===== config.mk =====
export PLATFORM = sky130hd
export DESIGN_NAME = csr_trap_ctrl_flat
export DESIGN_NICKNAME = d
export VERILOG_FILES = /design/src/rtl/csr_trap_ctrl_if.sv /design/src/rtl/csr_trap_ctrl.sv /design/src/flat_wrapper.sv
export SDC_FILE = /design/constraint.sdc
export NUM_CORES = 1
export LEC_CHECK = 0
export ABC_AREA = 1
export CAP_MARGIN = 20
export CELL_PAD_IN_SITES_DETAIL_PLACEMENT = 1
export CELL_PAD_IN_SITES_GLOBAL_PLACEMENT = 1
export CORE_MARGIN = 1
export CORE_UTILIZATION = 39
export CTS_CLUSTER_DIAMETER = 50
export DETAILED_ROUTE_END_ITERATION = 8
export GPL_TIMING_DRIVEN = 0
export HOLD_SLACK_MARGIN = 0.02
export PLACE_DENSITY = 0.82
export SYNTH_ARGS = -nofsm -noshare
export SYNTH_HDL_FRONTEND = slang
export SYNTH_SLANG_ARGS = --single-unit

===== constraint.sdc =====
create_clock -name clk -period 3.3 [get_ports clk]
set_input_delay 0.99 -clock clk [delete_from_list [all_inputs] [get_ports clk]]
set_output_delay 0.99 -clock clk [all_outputs]
set_load 0.005 [all_outputs]

===== src/rtl/csr_trap_ctrl_if.sv =====
`default_nettype none
// ============================================================================
// Module : csr_trap_if -- retirement/CSR bus between execute stage and CSR block
// Rev    : 1.0  initial release
// ============================================================================
interface csr_trap_if;
  logic        instr_valid;
  logic [31:0] pc_ex;
  logic        is_mret;
  logic [1:0]  csr_op;
  logic [11:0] csr_addr;
  logic [31:0] csr_wdata;
  logic [31:0] csr_rdata;
  logic        trap_taken;
  logic [31:0] trap_pc;
  logic        epc_taken;
  logic [31:0] epc;
  logic        flush;
  logic        timer_irq;

  modport master (
    output instr_valid, pc_ex, is_mret, csr_op, csr_addr, csr_wdata,
    input  csr_rdata, trap_taken, trap_pc, epc_taken, epc, flush, timer_irq
  );

  modport slave (
    input  instr_valid, pc_ex, is_mret, csr_op, csr_addr, csr_wdata,
    output csr_rdata, trap_taken, trap_pc, epc_taken, epc, flush, timer_irq
  );
endinterface
`default_nettype wire


===== src/rtl/csr_trap_ctrl.sv =====
`default_nettype none
// ============================================================================
// Module : csr_trap_ctrl -- M-mode CSR file, mtime/mtimecmp and trap sequencer
// Rev    : 1.0  initial release
// ============================================================================
module csr_trap_ctrl #(
  parameter logic [31:0] MTVEC_RST    = 32'h0000_0000,
  parameter logic [31:0] MTIMECMP_RST = 32'hFFFF_FFFF
) (
  input  wire logic   clk,
  input  wire logic   rst_n,
  csr_trap_if.slave   bus
);

  localparam logic [11:0] c_MSTATUS  = 12'h300;
  localparam logic [11:0] c_MIE      = 12'h304;
  localparam logic [11:0] c_MTVEC    = 12'h305;
  localparam logic [11:0] c_MEPC     = 12'h341;
  localparam logic [11:0] c_MCAUSE   = 12'h342;
  localparam logic [11:0] c_MIP      = 12'h344;
  localparam logic [11:0] c_MTIMECMP = 12'h7C0;
  localparam logic [11:0] c_MTIME    = 12'h7C1;

  localparam logic [1:0] c_OP_WRITE = 2'b01;
  localparam logic [1:0] c_OP_SET   = 2'b10;
  localparam logic [1:0] c_OP_CLEAR = 2'b11;

  typedef enum logic [1:0] {
    ST_RUN  = 2'd0,
    ST_TRAP = 2'd1,
    ST_RET  = 2'd2
  } state_e;

  state_e      state_q, state_d;
  logic        mstatus_mie_q, mstatus_mie_d;
  logic        mstatus_mpie_q, mstatus_mpie_d;
  logic        mie_mtie_q, mie_mtie_d;
  logic [31:0] mtvec_q, mtvec_d;
  logic [31:0] mepc_q, mepc_d;
  logic [31:0] mcause_q, mcause_d;
  logic        mtip_q, mtip_d;
  logic [31:0] mtime_q, mtime_d;
  logic [31:0] mtimecmp_q, mtimecmp_d;

  logic [31:0] rdata;
  logic [31:0] wval;
  logic        pending;
  logic        trap_taken, epc_taken, flush;
  logic [31:0] trap_pc, epc;
  logic        unused_pc_lsb;

  assign unused_pc_lsb = ^bus.pc_ex[1:0];

  always_comb begin
    rdata = 32'h0;
    case (bus.csr_addr)
      c_MSTATUS:  rdata = {24'h0, mstatus_mpie_q, 3'b000, mstatus_mie_q, 3'b000};
      c_MIE:      rdata = {24'h0, mie_mtie_q, 7'h0};
      c_MTVEC:    rdata = mtvec_q;
      c_MEPC:     rdata = mepc_q;
      c_MCAUSE:   rdata = mcause_q;
      c_MIP:      rdata = {24'h0, mtip_q, 7'h0};
      c_MTIMECMP: rdata = mtimecmp_q;
      c_MTIME:    rdata = mtime_q;
      default:    rdata = 32'h0;
    endcase
  end

  always_comb begin
    wval = bus.csr_wdata;
    case (bus.csr_op)
      c_OP_SET:   wval = rdata | bus.csr_wdata;
      c_OP_CLEAR: wval = rdata & ~bus.csr_wdata;
      default:    wval = bus.csr_wdata;
    endcase
  end

  assign pending = mtip_q & mie_mtie_q & mstatus_mie_q;

  always_comb begin
    state_d        = state_q;
    mstatus_mie_d  = mstatus_mie_q;
    mstatus_mpie_d = mstatus_mpie_q;
    mie_mtie_d     = mie_mtie_q;
    mtvec_d        = mtvec_q;
    mepc_d         = mepc_q;
    mcause_d       = mcause_q;
    mtime_d        = mtime_q + 32'd1;
    mtimecmp_d     = mtimecmp_q;
    mtip_d         = (mtime_q >= mtimecmp_q);
    trap_taken     = 1'b0;
    epc_taken      = 1'b0;
    flush          = 1'b0;
    trap_pc        = 32'h0;
    epc            = 32'h0;

    case (state_q)
      ST_RUN: begin
        if (bus.instr_valid) begin
          if (pending) begin
            // Interrupt wins over the retiring op; mepc points at it so it replays.
            mepc_d         = {bus.pc_ex[31:2], 2'b00};
            mcause_d       = 32'h8000_0007;
            mstatus_mpie_d = mstatus_mie_q;
            mstatus_mie_d  = 1'b0;
            state_d        = ST_TRAP;
          end else begin
            if (bus.csr_op != 2'b00) begin
              case (bus.csr_addr)
                c_MSTATUS: begin
                  mstatus_mie_d  = wval[3];
                  mstatus_mpie_d = wval[7];
                end
                c_MIE:      mie_mtie_d = wval[7];
                c_MTVEC:    mtvec_d    = wval;
                c_MEPC:     mepc_d     = {wval[31:2], 2'b00};
                c_MCAUSE:   mcause_d   = wval;
                c_MTIMECMP: mtimecmp_d = wval;
                c_MTIME:    mtime_d    = wval;
                default:    ;
              endcase
            end
            if (bus.is_mret) begin
              mstatus_mie_d  = mstatus_mpie_q;
              mstatus_mpie_d = 1'b1;
              state_d        = ST_RET;
            end
          end
        end
      end
      ST_TRAP: begin
        trap_taken = 1'b1;
        flush      = 1'b1;
        trap_pc    = {mtvec_q[31:2], 2'b00};
        state_d    = ST_RUN;
      end
      ST_RET: begin
        epc_taken = 1'b1;
        flush     = 1'b1;
        epc       = mepc_q;
        state_d   = ST_RUN;
      end
      default: state_d = ST_RUN;
    endcase
  end

  always_ff @(posedge clk or negedge rst_n) begin
    if (!rst_n) begin
      state_q <= ST_RUN;
    end else begin
      state_q <= state_d;
    end
  end

  always_ff @(posedge clk or negedge rst_n) begin
    if (!rst_n) begin
      mstatus_mie_q  <= 1'b0;
      mstatus_mpie_q <= 1'b0;
      mie_mtie_q     <= 1'b0;
      mtvec_q        <= MTVEC_RST;
      mepc_q         <= 32'h0;
      mcause_q       <= 32'h0;
      mtip_q         <= 1'b0;
      mtime_q        <= 32'h0;
      mtimecmp_q     <= MTIMECMP_RST;
    end else begin
      mstatus_mie_q  <= mstatus_mie_d;
      mstatus_mpie_q <= mstatus_mpie_d;
      mie_mtie_q     <= mie_mtie_d;
      mtvec_q        <= mtvec_d;
      mepc_q         <= mepc_d;
      mcause_q       <= mcause_d;
      mtip_q         <= mtip_d;
      mtime_q        <= mtime_d;
      mtimecmp_q     <= mtimecmp_d;
    end
  end

  assign bus.csr_rdata  = rdata;
  assign bus.trap_taken = trap_taken;
  assign bus.trap_pc    = trap_pc;
  assign bus.epc_taken  = epc_taken;
  assign bus.epc        = epc;
  assign bus.flush      = flush;
  assign bus.timer_irq  = mtip_q;

endmodule
`default_nettype wire


===== src/flat_wrapper.sv =====
// flat-port wrapper written by rule: the top's interface ports become plain ports
module csr_trap_ctrl_flat 
#(
  parameter logic [31:0] MTVEC_RST    = 32'h0000_0000,
  parameter logic [31:0] MTIMECMP_RST = 32'hFFFF_FFFF
)
  (clk, rst_n, bus_instr_valid, bus_pc_ex, bus_is_mret, bus_csr_op, bus_csr_addr, bus_csr_wdata, bus_csr_rdata, bus_trap_taken, bus_trap_pc, bus_epc_taken, bus_epc, bus_flush, bus_timer_irq);
  csr_trap_if bus_i ();
  input  wire logic clk;
  input  wire logic rst_n;
  input wire logic [$bits(bus_i.instr_valid)-1:0] bus_instr_valid;
  input wire logic [$bits(bus_i.pc_ex)-1:0] bus_pc_ex;
  input wire logic [$bits(bus_i.is_mret)-1:0] bus_is_mret;
  input wire logic [$bits(bus_i.csr_op)-1:0] bus_csr_op;
  input wire logic [$bits(bus_i.csr_addr)-1:0] bus_csr_addr;
  input wire logic [$bits(bus_i.csr_wdata)-1:0] bus_csr_wdata;
  output wire logic [$bits(bus_i.csr_rdata)-1:0] bus_csr_rdata;
  output wire logic [$bits(bus_i.trap_taken)-1:0] bus_trap_taken;
  output wire logic [$bits(bus_i.trap_pc)-1:0] bus_trap_pc;
  output wire logic [$bits(bus_i.epc_taken)-1:0] bus_epc_taken;
  output wire logic [$bits(bus_i.epc)-1:0] bus_epc;
  output wire logic [$bits(bus_i.flush)-1:0] bus_flush;
  output wire logic [$bits(bus_i.timer_irq)-1:0] bus_timer_irq;
  assign bus_i.instr_valid = bus_instr_valid;
  assign bus_i.pc_ex = bus_pc_ex;
  assign bus_i.is_mret = bus_is_mret;
  assign bus_i.csr_op = bus_csr_op;
  assign bus_i.csr_addr = bus_csr_addr;
  assign bus_i.csr_wdata = bus_csr_wdata;
  assign bus_csr_rdata = bus_i.csr_rdata;
  assign bus_trap_taken = bus_i.trap_taken;
  assign bus_trap_pc = bus_i.trap_pc;
  assign bus_epc_taken = bus_i.epc_taken;
  assign bus_epc = bus_i.epc;
  assign bus_flush = bus_i.flush;
  assign bus_timer_irq = bus_i.timer_irq;
  csr_trap_ctrl #(.MTVEC_RST(MTVEC_RST), .MTIMECMP_RST(MTIMECMP_RST)) u_core (.clk(clk), .rst_n(rst_n), .bus(bus_i));
endmodule

# After elaboration in Yosys (flattened, before gate mapping)
# Cells that the tools add are included.
[op_classes]
n_eq_ne = 14
mux = 30
reduce_logical = 15
bitwise_logic = 6
n_lt_le_gt_ge = 1
add_sub_neg = 1
[op_table]
columns = ["cell", "count"]
rows = [
  ["2-to-1 mux 32 bit", 13],
  ["case mux 32 bit (8 select lines)", 1],
  ["== test 12 x 10 -> 1 bit, second input constant", 6],
  ["case mux 32 bit (2 select lines)", 1],
  ["adder 32 x 1 -> 32 bit, second input constant", 1],
  ["bitwise AND 32 bit", 1],
  ["greater-or-equal comparator 32 bit", 1],
  ["NOT 32 bit", 1],
  ["OR 32 bit", 1],
  ["== test 12 x 11 -> 1 bit, second input constant", 2],
  ["AND reduction 5 bit", 3],
  ["AND reduction 4 bit", 3],
  ["2-to-1 mux 1 bit", 11],
  ["2-to-1 mux 2 bit", 4],
  ["nonzero test 2 bit", 4],
  ["== test 2 bit, second input constant", 3],
  ["nonzero test 3 bit", 2],
  ["inequality test 3 x 2 -> 1 bit, second input constant", 1],
  ["bitwise AND 1 bit", 2],
  ["== test 2 x 1 -> 1 bit, second input constant", 1],
  ["logical NOT 2 bit", 1],
  ["inequality test 2 bit, second input constant", 1],
  ["AND reduction 2 bit", 1],
  ["OR reduction 2 bit", 1],
  ["NOT 1 bit", 1],
]
[word_totals]
input_bits = 82
output_inout_bits = 100
word_cells = 77
register_bits = 166

# Logic depth before layout (Yosys ltp)
[logic_depth]
ltp_word = 9
depth_mapped = 13
ltp_nobuf = 12

# Worst setup path before layout
# No wires, ideal clock.
[synth_path]
kind = "input port to output port"
from = "in bus_csr_addr[9]"
to = "out bus_csr_rdata[1]"
path_stages = 10
t_arrival_ns = 2.028
t_required_ns = 2.310
setup_slack_ns = 0.282
path_buffers = 1
cell_sequence = "nand2_1 -> inv_1 -> nand2_2 -> nor2_8 -> nand2_2 -> inv_2 -> buf_6 -> nand2_1 -> o21ai_1 -> or2_2"
[synth_between]
elab_chain_cells = 2
word_cells_on_any_way = 9
cone_classes = "8 x eq/ne; 1 x mux"
[synth_rtl]
columns = ["element", "line", "source"]
rows = [
  ["start: declaration", "flat_wrapper.sv:15", "input wire logic [$bits(bus_i.csr_addr)-1:0] bus_csr_addr;"],
  ["== test 12 x 11 -> 1 bit or == test 12 x 10 -> 1 bit (tied branches)", "csr_trap_ctrl.sv:56", "case (bus.csr_addr)"],
  ["case mux 32 bit (8 select lines) (*)", "csr_trap_ctrl.sv:56", ""],
  ["end: declaration", "flat_wrapper.sv:17", "output wire logic [$bits(bus_i.csr_rdata)-1:0] bus_csr_rdata;"],
]
# Every way passes the cells marked *; elsewhere a longest branch is shown, timed or not.

# Final worst setup path
[layout_path]
from = "in bus_csr_addr[11]"
to = "out bus_csr_rdata[15]"
# Same word-level chain as after synthesis.

==> summary.txt <==
Outcome
  • Outcome: finished with violations
  • Failing checks: negative setup slack

Clock network
  • Later-pin clock latency in the skew report: 0.45 ns
  • CTS tree: yes
  • H-tree depth: 4
  • Root Driver: clkbuf_16
  • Clk buf depth: 2
  • CTS buffer count: 17
  • Num Clock Sinks: 164
  • CTS clk-pin slew, worst paths: about 0.080 ns

Logic synthesis
  • Syn Area/Cell: a little under 7 µm²
  • Sequential fraction of the synthesis area: 37.6%
  • Share of the synthesized area in the top cell type: 30.0%
  • Flops & latches, synth: between 150 and 200
  • Asr flop ratio synth: between 90% and 100%
  • Top cells by area, synth: dfrtp_1 30%, nand2_1 15%, dfstp_2 7.6%
  • Most area-hungry cell type in the Yosys netlist: dfrtp_1
  • Post-synth EDFFs: 0
  • Cell count after synthesis: 1,599
  • Top FF cell, synth: dfrtp_1
  • Warnings from Yosys: 0
  • Cell Area, Synth: 11,000 µm²
  • Post-synthesis cell type count: 42

Timing
  • Final setup viols: 40
  • Fin. Hold Viols: 0
  • RSZ-0062 raised after global routing: yes
  • Max-slew headroom: between 40% and 50%
  • Setup_tns: -3.27 ns
  • PnR worst setup slack: -0.161 ns
  • Max frequency: roughly 290 MHz
  • Crit path time final: between 3 and 4 ns
  • Clk_skew: approximately 0.016 ns
  • Tcrit/Tclk final: 105%
  • Final Max Slew Viols: 0
  • Tightest Pin Transition: 0.888 ns

Worst setup path
  • Critical Path AT: ~2.5 ns
  • Critical Path End Type: primary output
  • CP Launch Type: input pin
  • Maximum fanout along the worst path: 5
  • Kind of critical path: in -> out
  • Critical Path RT: between 2 and 2.5 ns

Drt
  • Post-Route WL: roughly 61,000 µm
  • Drt drc: 0
  • Routed vias/inst: slightly above 6
  • Drt pass-1 iters: 6
  • DR iter-0 viols: around 1,600
  • Final ANT Viol Nets: 0
  • Per-cell routed wire length: about 27 µm
  • Via count: about 14,000

GRT
  • Vias in the first global route: between 10,000 and 15,000
  • First-pass GRT wire length: between 80,000 and 90,000 µm
  • Initial antenna violation count: 1
  • GR Overflow Total: 0
  • GRT Total Usage: around two fifths
  • Largest net degree at the start of global routing: 100

Power and ir drop
  • Pwr Total: 5120 µW
  • Pwr dens: about 320 nW/µm²
  • Static Leak: 0.00833 µW
  • Peak supply drop: ~0.00033 V

Floorplan
  • Die height: about 170 µm
  • Core area: ~28,000 µm²
  • Initial core utilization: between 30% and 40%
  • IO Pins: 182
  • Die width: approximately 170 µm
  • Row count: 61
  • Total Die Area: between 20,000 and 30,000 µm²

Layout
  • Layout cells sized above 1: 23.5%
  • Nets@finish: roughly 2,000
  • Inserted Diodes: 0
  • Commonest cells after routing, fill and taps aside: 418 x nand2_1, 167 x inv_1, 150 x nor2_1
  • Commonest non-fill, non-tap cell in the layout: nand2_1
  • P&R area growth vs syn: 43.3%

Job
  • MaxCap Viol Count: 0

Placement
  • DP Wirelength: 40,000 µm
  • Dpl ws: -1.21 ns
  • Routability cong.: 0.940
  • Port Buffers: 175

Worst hold path
  • Hold Path Class: in -> async
[kinds of logic after synthesis]
logic type / share of synthesized area [%]
simple gates: 33.2
compound gates: 12.8
buf+inv: 10.2
flops: 37.6
fa+ha+maj: 4.09
xor+xnor: 1.99
other cells: 0.0341
[where the power goes]
group | internal, µW | leakage, µW | switching, µW | total, µW
Combinational | 268 | 0.00596 | 502 | 770
Clock | 1090 | 0.000295 | 1090 | 2190
Sequential | 2060 | 0.00208 | 100 | 2170
Total | 3430 | 0.00833 | 1700 | 5120
[state kept, by name, summed over array words and instances, names as in the netlist, 2 cells and up]
register / cells
u_core.mtime_q: 32
u_core.mtimecmp_q: 32
u_core.mcause_q: 32
u_core.state_q: 2
u_core.mepc_q: 30
u_core.mtvec_q: 32
[path summary, 6_finish.rpt]
| path | start | end | slack [ns] | depth (start not counted) |
|---|---|---|---|---|
| min in group clk | u_core.mtimecmp_q[0]$_DFFE_PN1P_ | u_core.mtimecmp_q[0]$_DFFE_PN1P_ | 0.50 | 2 |
| worst max-delay path | bus_csr_addr[11] | bus_csr_rdata[15] | -0.16 | 12 |
| worst max register to register | u_core.state_q[1]$_DFFE_PN0P_ | u_core.mtvec_q[10]$_DFFE_PN0P_ | 0.30 | 11 |
| worst min register to register | u_core.mtimecmp_q[0]$_DFFE_PN1P_ | u_core.mtimecmp_q[0]$_DFFE_PN1P_ | 0.50 | 2 |
| worst min-delay path | rst_n | u_core.mtime_q[17]$_DFF_PN0_ | 0.47 | 1 |
| max in group asynchronous | rst_n | u_core.mepc_q[5]$_DFFE_PN0P_ | 1.88 | 2 |
[per-layer routing]
layer / wire length [µm] / track usage, %
met5: 0 / 0
met4: 3490 / 19.2
met3: 5880 / 7.02
met2: 27400 / 63.7
met1: 23700 / 52.4
[worst max-delay path, stage by stage]
cell and delay (ns):
buf_8 0.10, nor2_4 0.14, nand2_4 0.11, nor2_8 0.24
buf_12 0.17, buf_12 0.15, buf_6 0.11, nand3_4 0.10
o21ai_2 0.09, a21oi_2 0.06, nand3_2 0.09, buf_2 0.12
[area by class of cell]
class | instances | area, µm²
Buffer | 75 | 621
Clock buffer | 17 | 425
Clock inverter | 15 | 179
Fill cell | 3445 | 12000
Inverter | 184 | 713
Multi-Input combinational cell | 1175 | 6590
Sequential cell | 164 | 4140
Tap cell | 378 | 473
Timing Repair Buffer | 271 | 2640
[through the flow]
stage	cell area (µm²)	hold slack (ns)	util (%)	instances
finish	15800	0.472	56.8	2279
global route	15800	0.519	56.8	2279
CTS	15400	0.501	55.4	2265
detailed placement	13300	0.478	47.8	2156
global placement	13200	0.473	47.7	2155
floorplan	11000	0.453	-	1602
[Yosys cell counts, types with 3 or more instances]
library cell  count
nand3_1         163
o211ai_1          3
nor3_1           13
nor2_1          160
dfrtp_1         132
inv_2            10
o21ai_0          59
nor2_2            5
xnor2_1           6
ha_1             36
nand4_1          24
nand2_1         432
or2_2            23
nor2_4            5
dfstp_2          32
buf_4            13
clkbuf_1         23
nand2_2           7
buf_2            34
a21oi_1          79
buf_6             6
xor2_1           19
o22ai_1           3
inv_1           174
o21ai_1          82
a31oi_1          33
[timing repair]
action,in CTS,in global routing
resized for setup,437,67
buffers inserted,72,17
pin swaps,60,29
hold buffers,0,0
endpoints found under the setup margin,71,64
gates cloned,6,2
No activity file was read; power rests on OpenSTA's default activity.
==> RTL edit, RTL diff (same settings) <==
`MTIMECMP_RST` is set to 32'hFFFF_FFFF in 2 places; all go to 32'hBFFFFFFF.
--- a/src/rtl/csr_trap_ctrl.sv
+++ b/src/rtl/csr_trap_ctrl.sv
@@ -5,7 +5,7 @@
 // ============================================================================
 module csr_trap_ctrl #(
   parameter logic [31:0] MTVEC_RST    = 32'h0000_0000,
-  parameter logic [31:0] MTIMECMP_RST = 32'hFFFF_FFFF
+  parameter logic [31:0] MTIMECMP_RST = 32'hBFFFFFFF
 ) (
   input  wire logic   clk,
   input  wire logic   rst_n,
--- a/src/flat_wrapper.sv
+++ b/src/flat_wrapper.sv
@@ -2,7 +2,7 @@
 module csr_trap_ctrl_flat 
 #(
   parameter logic [31:0] MTVEC_RST    = 32'h0000_0000,
-  parameter logic [31:0] MTIMECMP_RST = 32'hFFFF_FFFF
+  parameter logic [31:0] MTIMECMP_RST = 32'hBFFFFFFF
 )
   (clk, rst_n, bus_instr_valid, bus_pc_ex, bus_is_mret, bus_csr_op, bus_csr_addr, bus_csr_wdata, bus_csr_rdata, bus_trap_taken, bus_trap_pc, bus_epc_taken, bus_epc, bus_flush, bus_timer_irq);
   csr_trap_if bus_i ();
Function: changed (a bounded check fails within 4 cycles, from zero or initial values and one cycle with rst_n low).
==> RTL edit against the original RTL <==
- the run still ends with negative setup slack left
- synthesized cell count unchanged
- sequential cell count unchanged
- critical path depth decreased by 1
- setup slack got worse by 290 ps
- sequential share of layout area decreased by 1.9 points
- synthesized area about the same
- clock skew increased by 10 ps
- routed wire length increased by 29%
- design area increased by 7.9%
- first-iteration DRC count increased by 45%
- utilization increased by 4.5 points
- total power increased by 2.9%
- critical path type unchanged
- largest power group unchanged
==> RTL edit: results (changes against the original RTL) <==
<table>
<tr><th>Metric</th><th>Value</th></tr>
<tr><th colspan="2">Worst setup path</th></tr>
<tr><td>Critical-path maximum fanout</td><td>7 (+2)</td></tr>
<tr><td>Launch point of the critical path</td><td>bus_csr_addr[8]</td></tr>
<tr><td>Setup crit end</td><td>bus_csr_rdata[30]</td></tr>
<tr><td>Crit Reg-Reg Endpoint</td><td>u_core.mtimecmp_q[23]$_DFFE_PN1P_</td></tr>
<tr><td>Arrival @ worst endpoint</td><td>2760 ps (+290 ps)</td></tr>
<tr><th colspan="2">Timing</th></tr>
<tr><td>Worst hold slack</td><td>406.4 ps (-65.38 ps)</td></tr>
<tr><td>Maximum clock skew at final layout</td><td>26.31 ps (+10.44 ps)</td></tr>
<tr><td>Setup violations, final</td><td>101 (+150%)</td></tr>
<tr><td>Headroom to the max-slew limit</td><td>25.68% (-15 points)</td></tr>
<tr><td>Fin worst setup slack</td><td>-452.9 ps (-291.8 ps)</td></tr>
<tr><th colspan="2">Global route</th></tr>
<tr><td>Initial antenna violation count</td><td>11 (+10)</td></tr>
<tr><td>Pin count of the biggest net entering global routing</td><td>111 (+11%)</td></tr>
<tr><td>Global Route met2 Usage</td><td>70.37% (+6.7 points)</td></tr>
<tr><th colspan="2">CTS</th></tr>
<tr><td>Postcts setup bufs</td><td>123 (+71%)</td></tr>
<tr><td>Count of cells resized by post-cts repair</td><td>543 (+24%)</td></tr>
<tr><td>Insertion delay of the later-clocked pin in the worst-skew pair</td><td>490 ps (+40 ps)</td></tr>
<tr><td>Clock-pin slew of the registers on the worst-case setup and hold paths</td><td>100 ps (+20 ps)</td></tr>
<tr><th colspan="2">Cells and area</th></tr>
<tr><td>Final instance count without filler cells</td><td>2352 (+3.2%)</td></tr>
<tr><td>Layout cell share with drive strength beyond 1</td><td>28.29% (+4.8 points)</td></tr>
<tr><th colspan="2">Routing</th></tr>
<tr><td>Uppermost routed layer</td><td>met5</td></tr>
<tr><td>Met2 wire len</td><td>32150 um (+17%)</td></tr>
<tr><td>Count of TritonRoute iterations in the first routing pass</td><td>7 (+1)</td></tr>
<tr><td>Total met3 wirelength after detailed routing</td><td>11470 um (+95%)</td></tr>
<tr><th colspan="2">Logic synthesis</th></tr>
<tr><td>Most instantiated cells after synthesis</td><td>nand2_1 (432), inv_1 (174), nand3_1 (163)</td></tr>
<tr><td>Synth Area in Compound Gates</td><td>12.84% (about the same)</td></tr>
<tr><td>Most area-consuming cells after synthesis</td><td>dfrtp_1 (30%), nand2_1 (15%), nand3_1 (7.4%), dfstp_2 (7.4%), inv_1 (5.9%)</td></tr>
<tr><th colspan="2">Place</th></tr>
<tr><td>Post-placement setup slack</td><td>-1262 ps (-48.05 ps)</td></tr>
<tr><td>HPWL after DPL</td><td>40010 um (about the same)</td></tr>
<tr><th colspan="2">Power</th></tr>
<tr><td>Static power due to leakage</td><td>8.793 nW (+5.6%)</td></tr>
<tr><td>NetSw</td><td>1.870 mW (+10%)</td></tr>
<tr><th colspan="2">Status</th></tr>
<tr><td>Run status</td><td>finished, violations left</td></tr>
<tr><td>Violations in the final reports</td><td>negative setup slack</td></tr>
</table>
-- RTL edit: cell types whose count changed after synthesis --
cell and change:
dfrtp_1 +1, dfstp_2 -1
-- RTL edit: power by group through the flow --
stage	registers (mW)	clock network [mW]	logic (mW)
floorplan	2.16	0	0.329
global placement	2.19	0	0.622
detailed placement	2.20	0	0.647
CTS	2.16	2.11	0.724
global route	2.18	2.25	0.897
finish	2.18	2.22	0.870
-- RTL edit: area by class of cell --
cell class                      instances  area, sq um
Clock inverter                         14        156.4
Antenna cell                            5        12.51
Sequential cell                       164         4143
Timing Repair Buffer                  336         3358
Clock buffer                           18        439.2
Inverter                              184        728.2
Multi-Input combinational cell       1176         7037
Buffer                                 77        681.9
Tap cell                              378        473.0
Fill cell                            3368        10750
-- RTL edit: critical path: stages --
cell and delay [ps]:
buf_6 90, nand2_8 60, buf_6 120, nor2_4 200
buf_6 140, buf_8 130, buf_6 150, nand4_1 400
nand3_4 220, or2_4 160, buf_6 90
